<file path="src/rtl/i2s_tx.sv">
// I2S stereo transmitter: mono sample duplicated to L/R.
// One-entry holding buffer with underrun/overrun pulses.
module i2s_tx #(
  parameter int unsigned BCLK_DIV      = 4,
  parameter bit          OFFSET_BINARY = 1'b1
) (
  input  logic        MHz10,
  input  logic        rst,
  input  logic        en,
  input  logic [15:0] sample_in,
  input  logic        sample_valid,
  output logic        sample_req,
  output logic        bclk,
  output logic        lrclk,
  output logic        sdata,
  output logic        underrun,
  output logic        overrun
);

  logic [7:0]  r_div_cnt;
  logic        r_bclk;
  logic        r_lrclk;
  logic        r_sdata;
  logic        r_req;
  logic        r_und;
  logic        r_ovr;
  logic [4:0]  r_slot;
  logic [31:0] r_shift;
  logic        r_pend;
  logic [15:0] r_hold;
  logic [15:0] r_last;

  logic        w_tick;
  logic        w_fall;
  logic        w_load;
  logic [4:0]  w_slot_nx;
  logic [15:0] w_word;
  logic [15:0] w_conv;

  // Falling-edge event, frame load and word conversion
  always_comb begin
    w_tick    = (r_div_cnt == 8'(BCLK_DIV - 1));
    w_fall    = en & w_tick & r_bclk;
    w_slot_nx = r_slot + 5'd1;
    w_load    = w_fall & (r_slot == 5'd31);
    w_word    = r_pend ? r_hold : r_last;
    w_conv    = w_word;
    if (OFFSET_BINARY)
      w_conv = {~w_word[15], w_word[14:0]};
  end

  // Bit-clock divider
  always_ff @(posedge MHz10) begin
    if (rst) begin
      r_div_cnt <= 8'd0;
      r_bclk    <= 1'b0;
    end else if (en) begin
      if (w_tick) begin
        r_div_cnt <= 8'd0;
        r_bclk    <= ~r_bclk;
      end else begin
        r_div_cnt <= r_div_cnt + 8'd1;
      end
    end
  end

  // Slot counter and serializer, advanced on bclk falls
  always_ff @(posedge MHz10) begin
    if (rst) begin
      r_slot  <= 5'd31;
      r_shift <= 32'd0;
      r_sdata <= 1'b0;
      r_lrclk <= 1'b0;
    end else if (w_fall) begin
      r_slot  <= w_slot_nx;
      r_sdata <= r_shift[31];
      r_lrclk <= w_slot_nx[4];
      if (w_load)
        r_shift <= {w_conv, w_conv};
      else
        r_shift <= {r_shift[30:0], 1'b0};
    end
  end

  // Holding register; a load frees it before a same-cycle capture
  always_ff @(posedge MHz10) begin
    if (rst) begin
      r_pend <= 1'b0;
      r_hold <= 16'd0;
      r_last <= 16'd0;
    end else if (en) begin
      if (w_load) begin
        r_last <= w_word;
        r_pend <= 1'b0;
      end
      if (sample_valid) begin
        r_hold <= sample_in;
        r_pend <= 1'b1;
      end
    end
  end

  // Single-cycle status pulses
  always_ff @(posedge MHz10) begin
    if (rst) begin
      r_req <= 1'b0;
      r_und <= 1'b0;
      r_ovr <= 1'b0;
    end else begin
      r_req <= w_load;
      r_und <= w_load & ~r_pend;
      r_ovr <= en & sample_valid & r_pend & ~w_load;
    end
  end

  assign sample_req = r_req;
  assign bclk       = r_bclk;
  assign lrclk      = r_lrclk;
  assign sdata      = r_sdata;
  assign underrun   = r_und;
  assign overrun    = r_ovr;

endmodule
</file>
<file path="config.mk">
export PLATFORM = sky130hd
export DESIGN_NAME = i2s_tx
export DESIGN_NICKNAME = d
export VERILOG_FILES = /design/src/rtl/i2s_tx.sv
export SDC_FILE = /design/constraint.sdc
export NUM_CORES = 1
export LEC_CHECK = 0
export BUFFER_PORTS_ARGS = -buffer_cell sky130_fd_sc_hd__buf_2
export CAP_MARGIN = 20
export CORE_UTILIZATION = 50
export CTS_BUF_LIST = sky130_fd_sc_hd__clkbuf_4
export CTS_CLUSTER_SIZE = 28
export DETAILED_ROUTE_END_ITERATION = 8
export GPL_TIMING_DRIVEN = 0
export PLACE_DENSITY = 0.69
export RECOVER_POWER = 100
export SETUP_SLACK_MARGIN = 0.1
export SYNTH_ARGS = -nofsm -noshare
export SYNTH_HDL_FRONTEND = slang
export SYNTH_SLANG_ARGS = --single-unit
</file>
<file path="constraint.sdc">
create_clock -name MHz10 -period 2.8 [get_ports MHz10]
set_clock_uncertainty 0.15 [all_clocks]
set_input_delay 0.56 -clock MHz10 [delete_from_list [all_inputs] [get_ports MHz10]]
set_output_delay 0.56 -clock MHz10 [all_outputs]
set_load 0.1 [all_outputs]
</file>
Word level (Yosys, flattened, before mapping)
Index checks and enable logic that the tools add are counted.
{ "word_totals": {"register_bits": 84, "out_inout_bits": 6} }
{ "classes": {"add_sub_neg": 2, "eq_ne": 2, "muxes": 5, "bitwise": 11, "n_reduce_logical": 5} }
{ "ops": {"columns": ["operator", "count"], "rows": [
  ["$mux W32", 1],
  ["$mux W16", 1],
  ["$add A8 B1 Y8 const B", 1],
  ["$eq A8 B2 Y1 const B", 1],
  ["$mux W8", 1],
  ["$reduce_and A2 Y1", 4],
  ["$and A1 B1 Y1", 7],
  ["$add A5 B1 Y5 const B", 1],
  ["$eq A5 B5 Y1 const B", 1],
  ["$not A1 Y1", 4],
  ["$mux W1", 2],
  ["$reduce_bool A2 Y1", 1]
]} }

Depth between registers and ports, before layout
{ "logic_depth": {"word_depth": 6, "ltp_mapped": 8, "mapped_depth_nobuf": 6} }

Worst setup path after synthesis
Ideal clock, no wire load.
{ "synth_path": {"path_type": "reg-to-reg", "start": "register r_bclk (netlist: bclk)", "end": "register r_last[10]", "arrival_time_ps": 2131, "required_ps": 2578, "path_slack_ps": 447, "path_stages_with_launch": 6, "path_buffers": 2, "cell_sequence": "dfxtp_1 > clkbuf_1 > nand3_1 > nor3_4 > buf_8 > mux2i_1"} }
{ "synth_via": {"elab_chain_len": 3} }
{ "synth_rtl": {"columns": ["item", "line", "rtl"], "rows": [
  ["from (decl)", "21", "logic r_bclk;"],
  ["from (signal assigned)", "60", "r_bclk <= ~r_bclk;"],
  ["$and A1 B1 Y1", "43", "w_fall = en & w_tick & r_bclk;"],
  ["$and A1 B1 Y1", "45", "w_load = w_fall & (r_slot == 5'd31);"],
  ["$reduce_and A2 Y1 (no source line)", null, null],
  ["to (signal assigned)", "93", "r_last <= w_word;"],
  ["to (decl)", "31", "logic [15:0] r_last;"]
]} }
No other way between the ends.
A chain may end at the register's enable or synchronous reset.

Final worst setup path
{ "layout_path": {"start": "register r_bclk (netlist: bclk)", "end": "output bclk"} }
{ "layout_lines": {"columns": ["item", "line", "rtl"], "rows": [
  ["to (decl)", "13", "output logic bclk,"]
]} }
No word-level cell between the ends.

==> summary.txt <==
Clocking
  – Clk pin slew, worst setup/hold paths: 0.14 ns
  – CTS root buf: clkbuf_4
  – Resized cells post-CTS: 0
  – Num CTS Buffers: 9
  – TritonCTS Sinks: 84
  – Setup Fix Bufs, Post-CTS: 0
  – CTS H-Tree Depth: 3
  – CTS tree: built
  – Skew-Pair Late Insertion Delay: 0.44 ns
  – Clock buffer depth: 2
  – CTS Hold Bufs: 0

Die
  – Starting Density: 52.7%
  – Die area: 8130 um^2
  – Num rows: 31
  – Die Width: 90.1 um
  – Die height: 90.1 um
  – Core Area: 7370 um^2
  – # IOs: 26

Drt
  – WL final: 9130 um
  – Detailed Routing Iterations Pass 1: 5
  – Via count: 3389
  – Avg WL per Cell: 15.5 um
  – Vias/cell: 5.75
  – DRC Markers: 0
  – Antenna Nets Post-Route: 0
  – Drt initial violations: 314

Setup path
  – Reg2reg path depth: 6
  – Setup crit end kind: output port
  – Buf/Inv on CP: 1
  – Critical path required time: 2.09 ns
  – Crit path launch type: flip-flop
  – Worst setup endpoint: bclk
  – Critical Path Stages: 1
  – CP max FO: 3
  – Reg-to-reg setup timing slack: 0.39 ns
  – Worst path cell trace: clkbuf_1
  – Crit path from: bclk
  – Reg2reg end: r_shift[30]
  – CP max stage delay: 0.88 ns
  – CP max-delay cell: clkbuf_1
  – FF-to-FF Start: r_div_cnt[0]
  – CP Class: reg -> out
  – WP data arrival: 1.71 ns
  – Top delay family on crit path: buffers and inverters

Placement
  – Placer Congestion: 0.828
  – Hpwl dp: 6370 um
  – Port Buffers: 23
  – Placed insts: 573

Final layout
  – Share of layout cells above drive strength 1: 14.3%
  – Fill cells: 701
  – Nets: 508
  – Area delta synth->final: 10.7%
  – Most frequent cells in the layout: dfxtp_1, nand2_1, nor2_1, mux2i_1, clkbuf_1
  – Most common cell after layout, fill and taps aside: dfxtp_1
  – Layout Cells excl Fill: 589
  – # diodes: 0

Outcome
  – Status: complete, no violations

STA
  – Rel. slew slack: 22.3%
  – Final setup fails: 0
  – Shortest period the worst path allows: 2.42 ns
  – Final Hold Viols: 0
  – Pins Over Slew Limit: 0
  – Post-route clock period utilization: 86.5%
  – Worst Tran Pin Value: 1.17 ns
  – RSZ-0062 raised after global routing: false
  – Fmax: 413 MHz
  – Setup TNS: 0 ns

Min path
  – Hold path depth: 3
  – Hold WC Path Type: in -> reg

Global route
  – Met2 usage in global routing: 36.2%
  – First-pass GRT wire length: 15600 um
  – GRT Util Overall: 23.9%
  – Grt peak-use layer: met2
  – Initial antenna violation count: 0
  – Met3 track utilization from global routing: 3.47%
  – Vias in the first global route: 3132
  – GRT overflow: 0
  – Largest net degree at the start of global routing: 15
  – GRT met1 Usage: 33.8%

Synthesis
  – Synth area leader: dfxtp_1
  – Post-synthesis cell count: 450
  – Mapped Area: 3880 um^2
  – Cell variety after synth: 42
  – Post-Syn Area per Cell: 8.63 um^2
  – Largest cells by area after synthesis: dfxtp_1, mux2i_1, nand2_1
  – Register bit count reported by yosys: 84
  – Net Count, Synth: 473
  – YS warnings: 0
  – Share of the synthesized area in the top cell type: 43.3%
  – Sequential area share after synthesis: 43.3%

Power and ir drop
  – PwrDens: 523 nW/um^2
  – Overall Power: 2.25 mW
  – P_leak: 1.70 nW
  – Max VDD drop: 0.000369 V

Flow run
  – Max_cap viols: 0
-- where the power goes --
group / internal, mW / switching (mW)
combinational: 0.0466 / 0.0963
clock: 0.449 / 0.432
sequential: 1.21 / 0.0140
-- logic make-up (layout without fill, tap and decap cells) --
| family | Yosys count | after routing | synth area share (%) |
|---|---|---|---|
| AO/OA/AOI/OAI | 94 | 94 | 19.0 |
| XOR/XNOR | 4 | 4 | 0.902 |
| adder cells (fa/ha/maj) | 3 | 3 | 0.966 |
| buffers and inverters | 46 | 86 | 5.25 |
| flip-flops | 84 | 84 | 43.3 |
| multiplexers | 42 | 42 | 10.9 |
| AND/OR/NAND/NOR | 177 | 177 | 19.7 |
-- worst min path at each step --
stage | startpoint | endpoint | slack (ns)
final | sample_in[12] | r_hold[12] | 0.19
after CTS | sample_in[7] | r_hold[7] | 0.17
after global placement | r_last[0] | r_last[0] | 0.29
after global routing | sample_in[4] | r_hold[4] | 0.17
after detailed placement | r_last[15] | r_last[15] | 0.30
after floorplan | r_last[0] | r_last[0] | 0.28
-- sequential cells by signal, summed over array words and instances, names as in the netlist --
| signal | count |
|---|---|
| bclk | 1 |
| lrclk | 1 |
| overrun | 1 |
| r_div_cnt | 8 |
| r_hold | 16 |
| r_last | 16 |
| r_pend | 1 |
| r_shift | 32 |
| r_slot | 5 |
| sample_req | 1 |
| sdata | 1 |
| underrun | 1 |
-- cell usage after synthesis (all sizes together) --
master   count
a41o         1
o311ai       1
nand2       83
a31o        26
dfxtp       84
nor4bb       1
and4         1
nor2        65
a31oi        3
or4          1
and2         1
xor2         3
xnor2        1
nand3        3
a211oi       2
nor4b        1
buf         11
inv          3
mux2i       41
o311a       27
mux2         1
a211o        2
nor2b        3
a21oi       22
nand4        9
and3         1
nor3         3
o211ai       1
nand4bb      1
nor4         1
o21ai        6
ha           3
or3          3
o31ai        3
clkbuf      32
-- stage by stage --
stage / utilization (%) / worst slack (ns) / hold slack (ns) / cell area, um^2
after global placement: 56.0 / 0.342 / 0.290 / 4120
after detailed placement: 56.1 / 0.340 / 0.299 / 4130
after floorplan: - / 0.447 / 0.282 / 3880
after global routing: 58.3 / 0.179 / 0.171 / 4300
after CTS: 58.6 / 0.428 / 0.173 / 4320
final: 58.3 / 0.377 / 0.188 / 4300
-- layer usage --
metal	up-vias	part of all wire (%)
li1	1672	-
met1	1599	48
met2	104	45
met3	14	4.8
met4	0	1.9
met5	-	0
-- cell type report --
class	instances	area (um^2)	area share (%)
multi-input cells	320	1990	46.4
plain buffers	43	189	4.39
repair buffers	24	118	2.74
inverters	3	11.3	0.262
flip-flops and latches	84	1680	39.1
well taps	99	124	2.88
clock inverters	7	115	2.68
clock buffers	9	67.6	1.57
No activity file was read; power rests on OpenSTA's default activity.
